==> src/rtl/slice_pkg.sv <==
// slice_pkg
//   Shared constants for the logic-slice output stage and its configuration
//   chain. The field offsets describe the default 8-bit slice:
//     cfg[SEL_SUM_LO   +: SLICE_W] : per-bit select of sum (1) vs LUT (0)
//     cfg[SEL_REG_LO   +: SLICE_W] : per-bit select of registered (1) vs
//                                    combinational (0) output
//     cfg[COUT_REG_BIT]            : carry-out registered (1) vs direct (0)
//   cfg_len() gives the chain length for any slice width.
package slice_pkg;

  localparam int SLICE_W      = 8;
  localparam int SEL_SUM_LO   = 0;
  localparam int SEL_REG_LO   = SLICE_W;
  localparam int COUT_REG_BIT = 2 * SLICE_W;
  localparam int CFG_N        = 2 * SLICE_W + 1;

  function automatic int cfg_len(input int w);
    return 2 * w + 1;
  endfunction

endpackage

==> src/rtl/cfg_shift_reg.sv <==
// cfg_shift_reg
//   Serial configuration shift register, shared by fabric blocks.
//   Ports:
//     clk     : clock, state updates on rising edge
//     rst_n   : asynchronous active-low reset, clears the chain
//     en_i    : shift enable; when low the chain holds
//     sin_i   : serial data in, enters at bit N-1
//     sout_o  : serial data out, bit 0 (a flop, so no path from sin_i)
//     q_o     : parallel view of the whole chain
//   Each enabled edge shifts right: q <= {sin, q[N-1:1]}, so the first bit
//   shifted in reaches bit 0 after N enabled edges.
module cfg_shift_reg #(
  parameter int N = 17
) (
  input  logic         clk,
  input  logic         rst_n,
  input  logic         en_i,
  input  logic         sin_i,
  output logic         sout_o,
  output logic [N-1:0] q_o
);

  logic [N-1:0] sr_q;
  logic [N-1:0] sr_d;

  always_comb begin
    sr_d = sr_q;
    if (en_i) begin
      sr_d = {sin_i, sr_q[N-1:1]};
    end
  end

  always_ff @(posedge clk or negedge rst_n) begin
    if (!rst_n) begin
      sr_q <= '0;
    end else begin
      sr_q <= sr_d;
    end
  end

  assign sout_o = sr_q[0];
  assign q_o    = sr_q;

endmodule

==> src/rtl/slice_out_stage.sv <==
// slice_out_stage
//   Output stage of a logic slice: per bit, chooses LUT output or carry-chain
//   sum, then chooses the registered or combinational version for routing.
//   The carry-out has its own optional register.
//   Ports:
//     clk, rst_n : clock (rising edge) and asynchronous active-low reset
//     cfg_en     : config shift enable; while high, outputs are forced to 0
//                  and the data registers only respond to sr
//     cfg_in     : serial config in
//     cfg_out    : serial config out (daisy chain to the next slice)
//     ce         : data register clock enable
//     sr         : synchronous clear of the data registers (beats ce)
//     lut_o      : per-bit LUT outputs
//     sum        : carry-chain sum bits
//     cin_cout   : carry-chain carry-out
//     out        : slice outputs to routing
//     cout_o     : slice carry-out to routing
module slice_out_stage
  import slice_pkg::*;
#(
  parameter int W = SLICE_W
) (
  input  logic         clk,
  input  logic         rst_n,
  input  logic         cfg_en,
  input  logic         cfg_in,
  output logic         cfg_out,
  input  logic         ce,
  input  logic         sr,
  input  logic [W-1:0] lut_o,
  input  logic [W-1:0] sum,
  input  logic         cin_cout,
  output logic [W-1:0] out,
  output logic         cout_o
);

  // Chain length follows W; it is deliberately not a separate parameter.
  localparam int CFG_LEN   = cfg_len(W);
  localparam int REG_LO    = SEL_SUM_LO + W;
  localparam int CREG_BIT  = SEL_SUM_LO + 2 * W;

  logic [CFG_LEN-1:0] cfg;
  logic [W-1:0]       sel_sum;
  logic [W-1:0]       sel_reg;
  logic               cout_reg;

  logic [W-1:0]       data_sel;
  logic [W-1:0]       q_q;
  logic [W-1:0]       q_d;
  logic               cq_q;
  logic               cq_d;

  cfg_shift_reg #(
    .N (CFG_LEN)
  ) u_cfg (
    .clk    (clk),
    .rst_n  (rst_n),
    .en_i   (cfg_en),
    .sin_i  (cfg_in),
    .sout_o (cfg_out),
    .q_o    (cfg)
  );

  assign sel_sum  = cfg[SEL_SUM_LO +: W];
  assign sel_reg  = cfg[REG_LO +: W];
  assign cout_reg = cfg[CREG_BIT];

  assign data_sel = (sel_sum & sum) | (~sel_sum & lut_o);

  // Registers freeze during a config load so a half-loaded select pattern
  // never captures garbage; sr still clears them.
  always_comb begin
    q_d  = q_q;
    cq_d = cq_q;
    if (sr) begin
      q_d  = '0;
      cq_d = 1'b0;
    end else if (ce && !cfg_en) begin
      q_d  = data_sel;
      cq_d = cin_cout;
    end
  end

  always_ff @(posedge clk or negedge rst_n) begin
    if (!rst_n) begin
      q_q  <= '0;
      cq_q <= 1'b0;
    end else begin
      q_q  <= q_d;
      cq_q <= cq_d;
    end
  end

  // Outputs are purely combinational from the config, so a new config is
  // visible the moment cfg_en drops.
  always_comb begin
    out    = '0;
    cout_o = 1'b0;
    if (!cfg_en) begin
      out    = (sel_reg & q_q) | (~sel_reg & data_sel);
      cout_o = cout_reg ? cq_q : cin_cout;
    end
  end

endmodule

==> config.mk <==
export PLATFORM = sky130hd
export DESIGN_NAME = slice_out_stage
export DESIGN_NICKNAME = d
export VERILOG_FILES = /design/src/rtl/slice_pkg.sv /design/src/rtl/cfg_shift_reg.sv /design/src/rtl/slice_out_stage.sv
export SDC_FILE = /design/constraint.sdc
export NUM_CORES = 1
export LEC_CHECK = 0
export BUFFER_PORTS_ARGS = -buffer_cell sky130_fd_sc_hd__buf_2
export CORE_ASPECT_RATIO = 1.4
export CORE_MARGIN = 4
export CORE_UTILIZATION = 47
export CTS_CLUSTER_DIAMETER = 120
export DETAILED_ROUTE_END_ITERATION = 8
export PLACE_DENSITY = 0.71
export SLEW_MARGIN = 10
export SYNTH_ARGS = -nofsm -noshare
export SYNTH_HDL_FRONTEND = slang
export SYNTH_SLANG_ARGS = --single-unit
==> constraint.sdc <==
create_clock -name clk -period 1 [get_ports clk]
set_input_delay 0.2 -clock clk [delete_from_list [all_inputs] [get_ports clk]]
set_output_delay 0.2 -clock clk [all_outputs]
set_load 0.05 [all_outputs]
==> results.toml, run 1 <==
[run_status]
violations = "setup timing"
status = "complete, but fails checks"

[clock_tree]
path_clk_slew_ns = 0.15
htreeDepth = 1
cts_tree = "built"
cts.path.max_buffers = 2
clk-insertion-delay-late_ns = 0.33
numCtsBuffers = 3
clock-sinks = 26
cts_root_buffer = "clkbuf_4"

[floorplan]
initial_core_util = 0.497
rows = 22
dieArea_um2 = 3710
die_y_um = 70.5
die_x_um = 52.7
ios = 33
core_area_um2 = 2640

[layout]
fin_cells = 208
fill_cells = 146
drive_above_1_share = 0.791
mostFrequentLayoutCell = "dfrtp_1"
antenna_cells = 0
fin_nets = 196
synthToLayoutAreaGrowth_pct = 67.5
final_cell_mix = "25 x dfrtp_1, 22 x buf_2, 21 x buf_6, 21 x buf_4, 17 x nor2_4"

[worst_setup_path]
critPathTopFamily = "multiplexers"
slowest_delay_ns = 0.43
timing.critical_path.cells = "mux2_4, mux2i_4, nor2_4, buf_6"
cp-end-kind = "output pin"
cp-start-kind = "register"
rrSetupSlack_ns = -0.32
crit_buf_inv = 1
arrival_ns = 1.47
path_class = "register to output pin"
required_ns = 0.80
worstPathMaxFanout = 2
cp_slowest_cell = "dfrtp_1"

[min_path]
hold_class = "input port to register"

[logic_synthesis]
synth_area_um2 = 1310
synth.yosys.warnings = 0
syn_avg_cell_area_um2 = 12.6
syn_inst = 104
synth-seq-cells = 26
ys_types = 15
ys_seq_area_frac = 0.496
syn_nets = 127

[placement]
dp_hpwl_um = 2290
dp_cells = 192
pre_cts_ws_ns = -0.350
gp_congestion = 0.686
port_buffers = 32

[sta]
relSlewSlack = 0.791
worst_pin_slew_ns = 0.313
fin_skew_ns = 0.00594
finalCriticalPeriod_ns = 1.67
fin_ws_ns = -0.666
hold_viol = 0
max_freq_mhz = 600
setup_viol = 25
rsz0062_at_grt = "yes"
post-route-period-util = 1.67
slew_violations = 0

[grt]
grt-ovfl-total = 0
grt_pass1_wl_um = 5470
antenna_found_initial = 0
track_usage = 0.199
first_global_vias = 1173
grt_max_degree = 19

[detailed_routing]
drc_errors = 0
dr_total_vias = 1044
firstDrtPassIters = 3
antenna_left = 0
vias_per_cell = 5.02
wl_per_cell_um = 16.3
drt-total-wl_um = 3390
drtIter0Drc = 21

[power]
p_switching_w = 0.00175
switching_share = 0.351
p_seq_frac = 0.329
p_leak_nw = 0.985
powerDensity_nw_per_um2 = 2270
intPower_w = 0.00323
clock_power_share = 0.110
comb_power_share = 0.561
worst_ir_drop_vdd_v = 0.00193

[run]
cap_violations = 0
per-layer routing:
metal | up-vias | track usage | part of all wire | wire (µm)
met5 | - | 0 | 0 | 0
met4 | 0 | 0.0256 | 0.0024 | 8
li1 | 492 | - | - | -
met1 | 530 | 0.253 | 0.40 | 1360
met3 | 2 | 0.0320 | 0.031 | 106
met2 | 20 | 0.356 | 0.56 | 1910
per-stage QoR:
| step | instance area (µm²) | power [W] | hold WS, ns | setup TNS (ns) | utilization |
|---|---|---|---|---|---|
| 4_1_cts | 2120 | 0.00470 | 0.112 | -6.71 | 0.803 |
| 2_1_floorplan | 1510 | 0.00303 | -0.0956 | -1.59 | - |
| 5_1_grt | 2200 | 0.00522 | 0.106 | -8.12 | 0.832 |
| 3_3_place_gp | 1890 | 0.00374 | 0.0745 | -3.22 | 0.716 |
| 3_5_place_dp | 1890 | 0.00382 | 0.0776 | -3.74 | 0.716 |
| 6_report | 2200 | 0.00498 | 0.126 | -7.15 | 0.832 |
final timing paths:
check | startpoint | to | cells after the start
worst min-delay path | cfg_in | u_cfg.q_o[16] | 2
worst min register to register | q_q[2] | q_q[2] | 2
min in group asynchronous | rst_n | u_cfg.q_o[7] | 2
max in group asynchronous | rst_n | u_cfg.q_o[0] | 3
worst max-delay path | u_cfg.q_o[3] | out[3] | 4
worst max register to register | u_cfg.q_o[0] | q_q[0] | 6
worst reg2reg max path, delay by kind of cell, from the launching register on:
| family | cells | cell delay, ns |
|---|---|---|
| buf+inv | 3 | 0.36 |
| flops | 1 | 0.44 |
| mux | 1 | 0.32 |
| simple gates | 2 | 0.11 |
cell usage after synthesis:
cell type  count  share of area
nand2b_4       1          0.010
a21oi_2        1         0.0067
nand2_2        1         0.0048
buf_2          1         0.0038
buf_6          3          0.026
buf_1          1         0.0029
mux2i_1        9          0.069
nand2_1        1         0.0029
dfrtp_1       26           0.50
nor3_2         8          0.061
buf_8          1          0.011
nor2_1        17          0.049
nor2_2         8          0.038
mux2_2        25           0.21
nor2b_1        1         0.0048
flip-flops by register name, indices dropped and copies added (netlist names):
name and flops:
q_q 8, cq_q 1, u_cfg.q_o 17
power groups by stage:
stage	clock, W	combinational, W	sequential, W
2_1_floorplan	0	0.00132	0.00171
5_1_grt	0.000604	0.00294	0.00168
6_report	0.000547	0.00280	0.00164
4_1_cts	0.000554	0.00251	0.00163
3_3_place_gp	0	0.00210	0.00164
3_5_place_dp	0	0.00216	0.00166
kinds of logic (layout without fill, tap and decap cells):
logic type,count (synthesis),in the layout,synth area share
AND/OR/NAND/NOR,37,37,0.171
multiplexers,34,34,0.283
flip-flops,26,26,0.496
buffers and inverters,6,74,0.0438
AO/OA/AOI/OAI,1,1,0.00667
timing repair:
action,in CTS,in global routing
hold buffers,1,0
endpoints found under the setup margin,18,20
setup buffers,5,8
endpoints found under the hold margin,26,0
resized for setup,40,10
pin swaps,16,5
layout make-up:
class | count | area [µm²] | area share
repair buffers | 70 | 604 | 0.275
multi-input cells | 72 | 861 | 0.392
clock buffers | 4 | 36.3 | 0.0165
well taps | 36 | 45.0 | 0.0205
flip-flops and latches | 26 | 652 | 0.297
No activity file was read; power rests on OpenSTA's default activity.
==> run 2, diff against run 1 <==
--- a/config.mk
+++ b/config.mk
@@ -7,7 +7,6 @@
 export LEC_CHECK = 0
 export BUFFER_PORTS_ARGS = -buffer_cell sky130_fd_sc_hd__buf_2
 export CORE_ASPECT_RATIO = 1.4
-export CORE_MARGIN = 4
 export CORE_UTILIZATION = 47
 export CTS_CLUSTER_DIAMETER = 120
 export DETAILED_ROUTE_END_ITERATION = 8
==> results.toml, run 2 (synthesis results as in run 1) <==
[run_status]
status = "complete, but fails checks"
violations = "setup timing"

[worst_setup_path]
cp-start-kind = "register"
rrSetupSlack_ns = -0.14
r2r_cells = 4
arrival_ns = 1.48
worstPathMaxFanout = 2
cp-end-kind = "output pin"
path_class = "register to output pin"
required_ns = 0.80

[layout]
mostFrequentLayoutCell = "dfrtp_1"
largest_reg_flops = 17
final_cell_mix = "25 x dfrtp_1, 22 x buf_2, 18 x buf_4"
seq_area_um2 = 652
post-route-cell-area_um2 = 2150
multi_input_area_um2 = 850
drive_above_1_share = 0.783
fin_cells = 202
antenna_cells = 0
fill_cells = 164
fin_nets = 190
postLayoutCoreUtil = 0.814
synthToLayoutAreaGrowth_pct = 63.9

[power]
powerDensity_nw_per_um2 = 2320
p_leak_nw = 0.944
worst_ir_drop_vdd_v = 0.00158

[detailed_routing]
wl_per_cell_um = 16.8
antenna_left = 0
drt-total-wl_um = 3400
drtIter0Drc = 24
dr_total_vias = 1028
vias_per_cell = 5.09
drc_errors = 0
firstDrtPassIters = 4

[clock_tree]
htreeDepth = 1
clk-insertion-delay-late_ns = 0.32
path_clk_slew_ns = 0.15
numCtsBuffers = 3
cts_tree = "built"
cts.path.max_buffers = 2
clock-sinks = 26
cts_root_buffer = "clkbuf_4"

[grt]
track_usage = 0.259
grt-ovfl-total = 0
first_global_vias = 1138
antenna_found_initial = 0
grt_max_degree = 16
grt_pass1_wl_um = 5470

[min_path]
worstHoldPathCells = 2
hold_class = "input port to register"

[run]
cap_violations = 0

[floorplan]
initial_core_util = 0.497
ios = 33
dieArea_um2 = 3010
die_y_um = 64.5
die_x_um = 46.7
rows = 22
core_area_um2 = 2640

[sta]
slew_violations = 0
worst_pin_slew_ns = 0.289
hold_viol = 0
fin_ws_ns = -0.680
max_freq_mhz = 595
post-route-period-util = 1.68
rsz0062_at_grt = "yes"
fin_skew_ns = 0.00167
setup_viol = 18
finalCriticalPeriod_ns = 1.68
relSlewSlack = 0.807

[placement]
dpl_cell_area_um2 = 1910
dp_cells = 194
dp_hpwl_um = 2210
port_buffers = 32
gp_congestion = 0.732
## run 2: path summary, 6_finish.rpt
| check | to | from |
|---|---|---|
| setup / recovery | out[6] | u_cfg.q_o[6] |
| hold / removal | u_cfg.q_o[16] | cfg_in |
| setup reg to reg | q_q[0] | u_cfg.q_o[0] |
| hold reg to reg | q_q[7] | q_q[7] |
| max in group asynchronous | u_cfg.q_o[0] | rst_n |
| min in group asynchronous | q_q[6] | rst_n |
## run 2: what timing repair did
action                     in CTS  in global routing
setup endpoints to repair      18                 21
hold buffers                    1                  0
setup buffers                   5                  3
hold endpoints to repair       26                  0
resized for setup              41                  5
pin swaps                      12                  8
## run 2: per-layer routing
layer / wire length [µm] / vias to the layer above / global-route usage
met5: 0 / - / 0
met4: 93 / 0 / 0.0893
met3: 87 / 9 / 0.0390
met2: 1910 / 29 / 0.446
met1: 1310 / 511 / 0.316
li1: - / 479 / -
## run 2: final cells by class
class,count,area share
Clock inverter,1,0.0140
Tap cell,36,0.0209
Clock buffer,3,0.0105
Timing Repair Buffer,64,0.257
Multi-Input combinational cell,72,0.395
Sequential cell,26,0.303
## run 2: through the flow
step           power (W)  setup WS [ns]  hold WS [ns]  TNS, ns
4_1_cts          0.00501         -0.665        0.0960    -6.96
5_1_grt          0.00522         -0.724        0.0894    -7.45
3_3_place_gp     0.00377         -0.320        0.0516    -3.10
3_5_place_dp     0.00386         -0.353        0.0583    -3.62
2_1_floorplan    0.00303         -0.331       -0.0956    -1.59
6_report         0.00500         -0.680        0.0967    -6.76
## run 2: where the power goes
group	internal [W]	switching, W	total [W]	leakage [nW]
Sequential	0.00135	0.000311	0.00166	0.322
Clock	0.000405	0.000330	0.000736	0.0279
Combinational	0.00151	0.00109	0.00261	0.594
## run 2: worst max-delay path, cell delays in order, from the launching register on
cell and delay, ns:
dfrtp_1 0.45, mux2_4 0.34, mux2i_4 0.18, nor2_4 0.04
buf_6 0.15
==> run 3, diff against run 2 <==
--- a/config.mk
+++ b/config.mk
@@ -7,10 +7,10 @@
 export LEC_CHECK = 0
 export BUFFER_PORTS_ARGS = -buffer_cell sky130_fd_sc_hd__buf_2
 export CORE_ASPECT_RATIO = 1.4
-export CORE_UTILIZATION = 47
+export CORE_UTILIZATION = 52
 export CTS_CLUSTER_DIAMETER = 120
 export DETAILED_ROUTE_END_ITERATION = 8
-export PLACE_DENSITY = 0.71
+export PLACE_DENSITY = 0.74
 export SLEW_MARGIN = 10
 export SYNTH_ARGS = -nofsm -noshare
 export SYNTH_HDL_FRONTEND = slang
==> constraint.sdc (replaced) <==
create_clock -name clk -period 1.9 [get_ports clk]
set_input_delay 0.38 -clock clk [delete_from_list [all_inputs] [get_ports clk]]
set_output_delay 0.38 -clock clk [all_outputs]
set_load 0.05 [all_outputs]
==> results.toml, run 3 (synthesis results as in run 1) <==
[run_status]
status = "completed"

[sta]
worst_pin_slew_ns = 0.560
finalCriticalPeriod_ns = 1.84
post-route-period-util = 0.969
rsz0062_at_grt = "yes"
max_freq_mhz = 543
setup_viol = 0
relSlewSlack = 0.627
hold_viol = 0
fin_skew_ns = 0.00740
hold_ws_ns = 0.0293
slew_violations = 0

[worst_setup_path]
cp_slowest_cell = "dfrtp_1"
rrSetupSlack_ns = 0.87
r2r_cells = 3
r2r-start = "u_cfg.q_o[1]"
slowest_delay_ns = 0.40
crit_buf_inv = 1
path_class = "register to output pin"
critPathTopFamily = "multiplexers"
timing.critical_path.cells = "mux2_2, mux2i_1, nor2_1, buf_4"
r2r_end = "q_q[1]"
required_ns = 1.52
cp-start-kind = "register"
cp-end-kind = "output pin"
worstPathMaxFanout = 3
arrival_ns = 1.46

[placement]
port_buffers = 32
dp_hpwl_um = 1660
gp_congestion = 0.687

[clock_tree]
numCtsBuffers = 3
cts_hold_buf = 0
path_clk_slew_ns = 0.14
clk-insertion-delay-late_ns = 0.31
htreeDepth = 1
cts.path.max_buffers = 2
cts_root_buffer = "clkbuf_4"
cts_tree = "built"
clock-sinks = 26

[layout]
final_cell_mix = "26 x dfrtp_1, 24 x buf_2, 21 x mux2_2"
fill_cells = 193
multi_input_area_um2 = 622
fin_nets = 167
mostFrequentLayoutCell = "dfrtp_1"
largest_reg_flops = 17
seq_area_um2 = 651
postLayoutCoreUtil = 0.678
synthToLayoutAreaGrowth_pct = 23.5
antenna_cells = 0
drive_above_1_share = 0.629

[grt]
grt-ovfl-total = 0
antenna_found_initial = 0
track_usage = 0.186
first_global_vias = 853
grt_pass1_wl_um = 3720
grt_max_degree = 27

[floorplan]
dieArea_um2 = 2730
ios = 33
die_x_um = 44.5
core_area_um2 = 2390
rows = 21
die_y_um = 61.4
initial_core_util = 0.549

[detailed_routing]
wl_per_cell_um = 13.2
drt-total-wl_um = 2340
antenna_left = 0
drc_errors = 0
dr_total_vias = 891
vias_per_cell = 5.03
firstDrtPassIters = 4
drtIter0Drc = 4

[power]
intPower_w = 0.00124
p_switching_w = 0.000655
p_leak_nw = 0.782
powerDensity_nw_per_um2 = 1170
comb_power_share = 0.410
p_seq_frac = 0.445
clock_power_share = 0.145
worst_ir_drop_vdd_v = 0.000757
switching_share = 0.346

[min_path]
hold_class = "input port to asynchronous set/reset pin"

[run]
cap_violations = 0
run 3: cell types whose count changed in the layout (fill, tap and decap cells not counted), moves of 8 or more:
cell / change
mux2i_1: +9
nor2_2: +9
nor2_1: +8
buf_4: -8
buf_6: -11
nor2_4: -17
mux2i_4: -8
run 3: power groups by stage:
stage / Combinational (W) / Clock, W / Sequential (W)
after floorplan: 0.000484 / 0 / 0.000849
after global placement: 0.000611 / 0 / 0.000847
after detailed placement: 0.000625 / 0 / 0.000858
after CTS: 0.000629 / 0.000284 / 0.000844
after global routing: 0.000828 / 0.000306 / 0.000864
final: 0.000776 / 0.000274 / 0.000843
run 3: worst reg2reg max path, delay by kind of cell (launching register included):
family	cells	cell delay (ns)
DFF	1	0.43
muxes	1	0.32
and+or+nand+nor	2	0.17
run 3: layout make-up:
cell class,count,share of cell area
multi-input combinational,72,0.383
clock buffer,4,0.0224
sequential,26,0.401
tap,34,0.0262
timing repair buffer,41,0.167
run 3: how the worst max path moves through the flow:
stage	startpoint	cells after the start	slack, ns	to
final	u_cfg.q_o[3]	4	0.06	out[3]
after CTS	u_cfg.q_o[6]	4	0.005	out[6]
after floorplan	u_cfg.q_o[0]	3	0.14	out[0]
after detailed placement	sum[0]	5	0.35	out[0]
after global placement	sum[0]	5	0.35	out[0]
after global routing	u_cfg.q_o[6]	4	-0.03	out[6]
run 3: layer usage:
metal,up-vias,track usage,share of wire
li1,432,-,-
met1,434,0.239,0.42
met2,23,0.321,0.53
met3,2,0.0176,0.034
met4,0,0.0779,0.0081
met5,-,0,0
run 3: repair_timing:
| item | 4_1_cts | 5_1_grt |
|---|---|---|
| endpoints found under the setup margin | 0 | 8 |
| resized for setup | 0 | 25 |
| buffers inserted | 0 | 6 |
run 3: per-stage QoR:
step / cell area, µm² / cells / TNS (ns) / worst slack [ns] / power (W)
2_1_floorplan: 1320 / 104 / 0 / 0.141 / 0.00133
3_3_place_gp: 1480 / 167 / 0 / 0.352 / 0.00146
3_5_place_dp: 1480 / 167 / 0 / 0.351 / 0.00148
5_1_grt: 1620 / 177 / -0.0547 / -0.0298 / 0.00200
4_1_cts: 1520 / 171 / 0 / 0.00512 / 0.00176
6_report: 1620 / 177 / 0 / 0.0598 / 0.00189
